[src/rtl/cp0_int_ctrl_if.sv]
// Bus between the pipeline controller and the CP0 interrupt unit.
// id_valid qualifies int_type/pc_id/cp0_addr/cp0_wdata for one cycle; jump_en and
// return_en are one-cycle strobes qualifying redirect_pc; there is no ready, the
// consumer instead honours int_stall, which counts the cycles the unit is deaf.
interface cp0_int_ctrl_if;
  logic [1:0]  int_type;
  logic        id_valid;
  logic [31:0] pc_id;
  logic [4:0]  cp0_addr;
  logic [31:0] cp0_wdata;
  logic        ext_int;
  logic [31:0] cp0_rdata;
  logic        jump_en;
  logic        return_en;
  logic [31:0] redirect_pc;
  logic [2:0]  int_stall;
  logic        ie;
  logic [31:0] epc;
  logic [1:0]  dbg_state;

  modport master (
    output int_type, id_valid, pc_id, cp0_addr, cp0_wdata, ext_int,
    input  cp0_rdata, jump_en, return_en, redirect_pc, int_stall, ie, epc, dbg_state
  );

  modport slave (
    input  int_type, id_valid, pc_id, cp0_addr, cp0_wdata, ext_int,
    output cp0_rdata, jump_en, return_en, redirect_pc, int_stall, ie, epc, dbg_state
  );
endinterface

[src/rtl/cp0_int_ctrl.sv]
// CP0 STATUS/CAUSE/EPC with external-interrupt entry, eret return and a
// post-redirect blackout window.
module cp0_int_ctrl #(
  parameter logic [31:0] HANDLER_ADDR = 32'h0000_0004,
  parameter int unsigned BLACKOUT     = 3
) (
  input logic           clk,
  input logic           rst,
  cp0_int_ctrl_if.slave bus
);
  typedef enum logic [1:0] {
    S_IDLE     = 2'd0,
    S_REDIRECT = 2'd1,
    S_RETURN   = 2'd2,
    S_BLACKOUT = 2'd3
  } state_t;

  localparam logic [2:0] BLACKOUT_CNT = 3'(BLACKOUT);

  state_t      state, state_next;
  logic [2:0]  cnt;
  logic        ie_q, ip_q;
  logic [31:0] epc_q;
  logic        sync1, sync2, sync3;

  logic accept, do_eret, do_int, do_mtc0, ext_rise;

  assign accept   = (state == S_IDLE) && bus.id_valid;
  assign do_eret  = accept && (bus.int_type == 2'b11);
  assign do_int   = accept && (bus.int_type == 2'b00) && ip_q && ie_q;
  assign do_mtc0  = bus.id_valid && (bus.int_type == 2'b10);
  assign ext_rise = sync2 && !sync3;

  always_ff @(posedge clk) begin
    if (rst) state <= S_IDLE;
    else     state <= state_next;
  end

  always_comb begin
    state_next = state;
    case (state)
      S_IDLE: begin
        if (do_eret)     state_next = S_RETURN;
        else if (do_int) state_next = S_REDIRECT;
      end
      S_REDIRECT, S_RETURN: state_next = S_BLACKOUT;
      S_BLACKOUT: if (cnt <= 3'd1) state_next = S_IDLE;
      default: state_next = S_IDLE;
    endcase
  end

  always_comb begin
    bus.jump_en     = 1'b0;
    bus.return_en   = 1'b0;
    bus.redirect_pc = 32'h0;
    case (state)
      S_REDIRECT: begin
        bus.jump_en     = 1'b1;
        bus.redirect_pc = HANDLER_ADDR;
      end
      S_RETURN: begin
        bus.return_en   = 1'b1;
        bus.redirect_pc = epc_q;
      end
      default: ;
    endcase
  end

  // Counter is loaded during the pulse cycle, so int_stall reads 0 there.
  always_ff @(posedge clk) begin
    if (rst) begin
      cnt <= 3'd0;
    end else begin
      case (state)
        S_REDIRECT, S_RETURN: cnt <= BLACKOUT_CNT;
        S_BLACKOUT: if (cnt != 3'd0) cnt <= cnt - 3'd1;
        default: cnt <= 3'd0;
      endcase
    end
  end

  always_ff @(posedge clk) begin
    if (rst) begin
      sync1 <= 1'b0;
      sync2 <= 1'b0;
      sync3 <= 1'b0;
      ip_q  <= 1'b0;
      ie_q  <= 1'b0;
      epc_q <= 32'h0;
    end else begin
      sync1 <= bus.ext_int;
      sync2 <= sync1;
      sync3 <= sync2;
      // A fresh edge beats both the entry clear and an mtc0 clear.
      if (ext_rise)                              ip_q <= 1'b1;
      else if (do_int)                           ip_q <= 1'b0;
      else if (do_mtc0 && bus.cp0_addr == 5'd13) ip_q <= bus.cp0_wdata[10];
      if (do_int)                                ie_q <= 1'b0;
      else if (do_eret)                          ie_q <= 1'b1;
      else if (do_mtc0 && bus.cp0_addr == 5'd12) ie_q <= bus.cp0_wdata[0];
      if (do_int)                                epc_q <= bus.pc_id;
      else if (do_mtc0 && bus.cp0_addr == 5'd14) epc_q <= bus.cp0_wdata;
    end
  end

  always_comb begin
    bus.cp0_rdata = 32'h0;
    case (bus.cp0_addr)
      5'd12:   bus.cp0_rdata = {31'b0, ie_q};
      5'd13:   bus.cp0_rdata = {21'b0, ip_q, 10'b0};
      5'd14:   bus.cp0_rdata = epc_q;
      default: bus.cp0_rdata = 32'h0;
    endcase
  end

  assign bus.int_stall = cnt;
  assign bus.ie        = ie_q;
  assign bus.epc       = epc_q;
  assign bus.dbg_state = state;
endmodule

[src/flat_wrapper.sv]
// flat-port wrapper written by rule: the top's interface ports become plain ports
module cp0_int_ctrl_flat 
#(
  parameter logic [31:0] HANDLER_ADDR = 32'h0000_0004,
  parameter int unsigned BLACKOUT     = 3
)
  (clk, rst, bus_int_type, bus_id_valid, bus_pc_id, bus_cp0_addr, bus_cp0_wdata, bus_ext_int, bus_cp0_rdata, bus_jump_en, bus_return_en, bus_redirect_pc, bus_int_stall, bus_ie, bus_epc, bus_dbg_state);
  cp0_int_ctrl_if bus_i ();
  input logic clk;
  input logic rst;
  input wire logic [$bits(bus_i.int_type)-1:0] bus_int_type;
  input wire logic [$bits(bus_i.id_valid)-1:0] bus_id_valid;
  input wire logic [$bits(bus_i.pc_id)-1:0] bus_pc_id;
  input wire logic [$bits(bus_i.cp0_addr)-1:0] bus_cp0_addr;
  input wire logic [$bits(bus_i.cp0_wdata)-1:0] bus_cp0_wdata;
  input wire logic [$bits(bus_i.ext_int)-1:0] bus_ext_int;
  output wire logic [$bits(bus_i.cp0_rdata)-1:0] bus_cp0_rdata;
  output wire logic [$bits(bus_i.jump_en)-1:0] bus_jump_en;
  output wire logic [$bits(bus_i.return_en)-1:0] bus_return_en;
  output wire logic [$bits(bus_i.redirect_pc)-1:0] bus_redirect_pc;
  output wire logic [$bits(bus_i.int_stall)-1:0] bus_int_stall;
  output wire logic [$bits(bus_i.ie)-1:0] bus_ie;
  output wire logic [$bits(bus_i.epc)-1:0] bus_epc;
  output wire logic [$bits(bus_i.dbg_state)-1:0] bus_dbg_state;
  assign bus_i.int_type = bus_int_type;
  assign bus_i.id_valid = bus_id_valid;
  assign bus_i.pc_id = bus_pc_id;
  assign bus_i.cp0_addr = bus_cp0_addr;
  assign bus_i.cp0_wdata = bus_cp0_wdata;
  assign bus_i.ext_int = bus_ext_int;
  assign bus_cp0_rdata = bus_i.cp0_rdata;
  assign bus_jump_en = bus_i.jump_en;
  assign bus_return_en = bus_i.return_en;
  assign bus_redirect_pc = bus_i.redirect_pc;
  assign bus_int_stall = bus_i.int_stall;
  assign bus_ie = bus_i.ie;
  assign bus_epc = bus_i.epc;
  assign bus_dbg_state = bus_i.dbg_state;
  cp0_int_ctrl #(.HANDLER_ADDR(HANDLER_ADDR), .BLACKOUT(BLACKOUT)) u_core (.clk(clk), .rst(rst), .bus(bus_i));
endmodule
[config.mk]
export PLATFORM = sky130hd
export DESIGN_NAME = cp0_int_ctrl_flat
export DESIGN_NICKNAME = d
export VERILOG_FILES = /design/src/rtl/cp0_int_ctrl_if.sv /design/src/rtl/cp0_int_ctrl.sv /design/src/flat_wrapper.sv
export SDC_FILE = /design/constraint.sdc
export NUM_CORES = 1
export LEC_CHECK = 0
export CAP_MARGIN = 0
export CORE_MARGIN = 3
export CORE_UTILIZATION = 33
export CTS_CLUSTER_DIAMETER = 150
export DETAILED_ROUTE_END_ITERATION = 8
export GPL_ROUTABILITY_DRIVEN = 0
export PLACE_DENSITY = 0.74
export SYNTH_ARGS = -nofsm -noshare
export SYNTH_HDL_FRONTEND = slang
export SYNTH_SLANG_ARGS = --single-unit
[constraint.sdc]
create_clock -name clk -period 1.8 [get_ports clk]
set_clock_uncertainty 0.15 [all_clocks]
set_input_delay 0.18 -clock clk [delete_from_list [all_inputs] [get_ports clk]]
set_output_delay 0.18 -clock clk [all_outputs]
set_load 0.02 [all_outputs]
After elaboration in Yosys (flattened, before gate mapping)
Cells that the tools add are included.
Widths: inputs -> output; s select.
{"block": "totals", "word_cells": 58, "inputBits": 75, "output_inout_bits": 104, "reg_bits": 42}
{"block": "classes", "mux": 17, "n_eq_ne": 11, "addsub": 1, "n_lt_le_gt_ge": 1, "reduce_logical": 20}
{"operator": "$pmux 32 s3", "n": 1}
{"operator": "$mux 32", "n": 2}
{"operator": "$pmux 32 s2", "n": 1}
{"operator": "$eq 5x4->1 const B", "n": 3}
{"operator": "$logic_and 1x1->1", "n": 10}
{"operator": "$eq 2x2->1 const B", "n": 4}
{"operator": "$mux 1", "n": 7}
{"operator": "$mux 2", "n": 3}
{"operator": "$pmux 2 s3", "n": 1}
{"operator": "$pmux 3 s2", "n": 1}
{"operator": "$reduce_bool 3->1", "n": 2}
{"operator": "$logic_not 2->1", "n": 2}
{"operator": "$ne 2x1->1 const B", "n": 2}
{"operator": "$reduce_bool 2->1", "n": 2}
{"operator": "$reduce_or 2->1", "n": 2}
{"operator": "$le 3x1->1 const B", "n": 1}
{"operator": "$mux 3", "n": 1}
{"operator": "$ne 3x1->1 const B", "n": 1}
{"operator": "$sub 3x1->3 const B", "n": 1}
{"operator": "$eq 2x1->1 const B", "n": 1}
{"operator": "$reduce_and 2->1", "n": 1}
{"operator": "$logic_not 1->1", "n": 1}

Longest topological paths before layout
{"block": "logic_depth", "word_depth": 8, "ltp_mapped": 9, "ltp_nobuf": 6}

Worst setup path before layout
OpenSTA, ideal clock, no wires.
{"block": "synth_timing", "kind": "reg2reg", "from": "reg u_core.state[0], in the netlist u_core.bus.dbg_state[0]", "to": "reg u_core.epc_q[0], in the netlist u_core.bus.epc[0]", "path_buffers": 3, "stages_incl_launch_ff": 10, "setup_time_ns": 0.089, "required_ns": 1.561, "slack_ns": -0.328, "arrival_time_ns": 1.890, "synth_period_minus_slack_ns": 2.128, "cell_sequence": "dfxtp_1 -> inv_1 -> ha_1 -> buf_6 -> and4bb_4 -> nor2b_4 -> or2_1 -> buf_6 -> buf_6 -> a311oi_2"}
{"block": "synth_via", "elab_chain_cells": 6, "word_cells_on_any_way": 7, "classes_between": "mux (1); reduce/logical (6)"}
{"element": "start, declared", "line": "cp0_int_ctrl.sv:20", "text": "state_t state, state_next;"}
{"element": "start signal, assigned", "line": "cp0_int_ctrl.sv:36", "text": "else state <= state_next;"}
{"element": "$logic_not 2->1 *", "line": "cp0_int_ctrl.sv:28", "text": "assign accept = (state == S_IDLE) && bus.id_valid;"}
{"element": "$logic_and 1x1->1 *", "line": "cp0_int_ctrl.sv:28"}
{"element": "$logic_and 1x1->1 * (3 in series)", "line": "cp0_int_ctrl.sv:30", "text": "assign do_int = accept && (bus.int_type == 2'b00) && ip_q && ie_q;"}
{"element": "$mux 32 / $reduce_bool 2->1 (equally long branches)"}
{"element": "end signal, assigned", "line": "cp0_int_ctrl.sv:101", "text": "if (do_int) epc_q <= bus.pc_id;"}
{"element": "end signal, assigned", "line": "cp0_int_ctrl.sv:102", "text": "else if (do_mtc0 && bus.cp0_addr == 5'd14) epc_q <= bus.cp0_wdata;"}
{"element": "end, declared", "line": "cp0_int_ctrl.sv:23", "text": "logic [31:0] epc_q;"}
Every way passes the cells marked *; elsewhere a longest branch is shown, timed or not.
A chain may end at the register's enable or synchronous reset.

Worst setup path after layout
{"block": "layout_timing", "from": "reg u_core.state[0], in the netlist u_core.bus.dbg_state[0]", "to": "reg u_core.epc_q[4], in the netlist u_core.bus.epc[4]"}
The elaborated chain is that of the path after synthesis.

==> run_results.csv <==
group,metric,value,unit
sta,finalSetupViolCount,38,
sta,tightest_slew,0.3490,ns
sta,min_period,1.865,ns
global_routing,grt.busiest_layer,"met2",
synthesis,synth.distinct_cells,42,
power_and_ir_drop,power_density,511.4,nW/um^2
layout,syn_to_final_growth,79.15,%
route,first_pass_iters,4,
hold_path,hold_end,"u_core.sync1$_SDFF_PP0_",
clock_tree,cts_root_buffer,"clkbuf_8",
worst_setup_path,required,1.83,ns
global_routing,grt_max_degree,26,
place,hpwlAfterDp,7863,um
clock_tree,clk_path_buf_depth,2,
global_routing,grtUsageMet3,0.04594,
clock_tree,cts_tree,"built",
worst_setup_path,crit_path_end_kind,"flop",
route,wl_per_cell,17.12,um
floorplan,die_w,97.46,um
clock_tree,path_clk_slew,0.08,ns
worst_setup_path,critPathKind,"flop to flop",
global_routing,met2_usage,0.3880,
sta,slew_headroom,0.7673,
synthesis,synthFlopType,"dfxtp_1",
worst_setup_path,rr_startpoint,"u_core.bus.dbg_state[0]$_SDFFE_PP0P_",
global_routing,first_global_vias,3204,
power_and_ir_drop,intPower,1.753,mW
global_routing,grt_pass1_wl,16390,um
floorplan,ioPinCount,179,
sta,setup_ws,-0.06521,ns
synthesis,synth_compound_area_frac,0.2085,
worst_setup_path,cp_data_arrival_time,1.89,ns
layout,layout-drive-gt1-share,0.3459,
synthesis,synth_top_area_share,0.3046,
synthesis,synth_top_area_cell,"dfxtp_1",
hold_path,hp-start,"rst",
route,wl,10800,um
global_routing,antenna_found_initial,0,
power_and_ir_drop,p_clk_frac,0.256,
place,pre_cts_slack,-0.5217,ns
synthesis,syn_avg_cell_area,8.441,um^2
place,placed_area,4832,um^2
route,drc_errors,0,
synthesis,synth_top_family_by_area,"simple AND/OR/NAND/NOR gates",
floorplan,floorplan.die_area,9497,um^2
floorplan,die_height,97.46,um
hold_path,holdPathStages,2,
route,drtIter0Drc,92,
floorplan,core,7928,um^2
synthesis,synth-seq-cells,42,
power_and_ir_drop,power_frac_comb,0.347,
synthesis,synth-xor-area-share,0,
floorplan,initial_core_util,0.3482,
power_and_ir_drop,switching_share,0.3066,
synthesis,ys_seq_area_frac,0.3046,
synthesis,ys.warnings.count,0,
power_and_ir_drop,seqPwrFrac,0.396,
synthesis,syn_inst,327,
worst_setup_path,worstPathMaxFanout,10,
sta,whs,0.1166,ns
worst_setup_path,startpoint,"u_core.bus.dbg_state[0]$_SDFFE_PP0P_",
run_status,violations,"negative setup slack",
sta,hold_viol_final,0,
worst_setup_path,cp-start-kind,"flop",
synthesis,synth_mux_area_frac,0.01451,
synthesis,postSynth.asyncResetShare,0,
global_routing,globalRouteTotalUtil,0.2102,
sta,drv_slew,0,
synthesis,synthAdderAreaFrac,0.03173,
global_routing,grt.met1_usage,0.2420,
worst_setup_path,reg2reg_slack,-0.07,ns
sta,clock.fmax,536.1,MHz
sta,min_period_over_period,1.036,
global_routing,gr-total-overflow,0,
floorplan,placementRows,32,
clock_tree,clock_sinks,42,
layout,design_area,4945,um^2
layout,final_nets,610,
synthesis,synth_area,2760,um^2
route,drtAntennaViolNets,0,
worst_setup_path,reg2reg_to,"u_core.bus.epc[4]$_SDFFE_PP0P_",
layout,antenna_cells,0,
hold_path,hold_path_class,"input pin to flop",
synthesis,synthSimpleGateAreaFrac,0.3663,
route,vias_per_cell,5.082,
clock_tree,clk_latency,0.29,ns
clock_tree,ctsHoldBuffers,0,
route,vias,3207,
synthesis,synth_nets,409,
synthesis,synth_edf_count,0,
power_and_ir_drop,power.switching,0.7755,mW
place,port_buffers,178,
power_and_ir_drop,vdd_drop_max,0.2789,mV
layout,post-route-util,0.6237,
sta,rsz0062_at_grt,"yes",
clock_tree,numCtsBuffers,5,
worst_setup_path,r2r_cells,7,
clock_tree,cts_max_level,2,
run_status,status,"finished, violations left",
synthesis,yosys-top-cells-area,"dfxtp_1 30%, a311oi_2 16%, and2_1 14%, nand2_1 9.1%, nor3_1 6.0%",
run,drv_cap,0,
power_and_ir_drop,p_leak,2.073,nW
==> logic make-up after synthesis <==
| group | Yosys count |
|---|---|
| simple gates | 190 |
| compound gates | 48 |
| flops | 42 |
| buf+inv | 36 |
| fa+ha+maj | 7 |
| mux | 4 |
==> cell type report <==
class	instances	area (um^2)
Clock buffer	7	86.33
Clock inverter	1	5.005
Fill cell	691	2983
Inverter	7	33.78
Multi-Input combinational cell	249	1851
Sequential cell	42	850.8
Tap cell	102	127.6
Timing Repair Buffer	223	1991
==> how the worst max path moves through the flow <==
stage,end,slack [ns],depth (start not counted)
6_report,u_core.bus.epc[4]$_SDFFE_PP0P_,-0.07,7
5_1_grt,u_core.bus.epc[4]$_SDFFE_PP0P_,-0.12,7
4_1_cts,u_core.bus.epc[6]$_SDFFE_PP0P_,-0.07,7
3_5_place_dp,bus_cp0_rdata[6],-0.52,6
3_3_place_gp,bus_cp0_rdata[27],-0.47,6
2_1_floorplan,u_core.bus.epc[0]$_SDFFE_PP0P_,-0.10,9
==> what timing repair did <==
item / 4_1_cts / 5_1_grt
gates cloned: 2 / 2
setup buffers: 4 / 4
gates resized for setup: 245 / 74
endpoints found under the hold margin: 0 / 0
pin swaps: 5 / 7
setup endpoints to repair: 98 / 53
==> Yosys cell counts, types with 3 or more instances <==
cell type  instances
a21oi_1            6
dfxtp_1           42
nand3b_1           3
buf_2              5
nor3_1            33
nor2b_1            4
buf_6              7
mux2i_1            4
a311oi_2          30
nand2_1           67
and2_1            61
clkbuf_1          14
nor2_1             6
inv_1              6
ha_1               7
buf_4              3
==> layer usage <==
layer,wire length (um),up-vias
met5,0,-
met3,814,21
met4,255,0
met2,5347,146
li1,-,1540
met1,4384,1500
==> metrics by stage <==
stage | power (mW) | instances | setup TNS [ns]
after floorplan | 1.409 | 327 | -3.089
after global placement | 1.811 | 613 | -25.90
after detailed placement | 1.829 | 613 | -28.34
after CTS | 2.479 | 627 | -1.584
after global routing | 2.647 | 631 | -3.573
final | 2.529 | 631 | -1.197
==> critical path, cell delays in order, from the launching register on <==
cell,delay (ns)
dfxtp_4,0.37
inv_6,0.06
ha_4,0.12
and4bb_4,0.23
nor2b_4,0.27
or2_4,0.26
clkbuf_16,0.20
a311oi_2,0.09
==> power by group through the flow <==
stage / Sequential [mW] / Clock [mW] / Combinational, mW
after floorplan: 1.05 / 0 / 0.355
after global placement: 1.02 / 0 / 0.793
after detailed placement: 1.02 / 0 / 0.811
after CTS: 0.996 / 0.654 / 0.829
after global routing: 1.01 / 0.696 / 0.946
final: 1.00 / 0.649 / 0.878
==> placed cells by master, fill, tap and decap left out, drive strengths merged, types with 7 or more instances in the layout <==
cell type / count
buf: 96
inv: 7
ha: 7
clkdlybuf4s50: 104
nor3: 34
nand2: 67
and2: 61
a311oi: 32
dfxtp: 42
clkbuf: 20
==> state kept, by name, summed over array words and instances (netlist names) <==
register,count
u_core.bus.dbg_state,2
u_core.bus.epc,32
u_core.bus.ie,1
u_core.bus.int_stall,3
u_core.ip_q,1
u_core.sync1,1
u_core.sync2,1
u_core.sync3,1
Power figures use the tool's default switching activity.
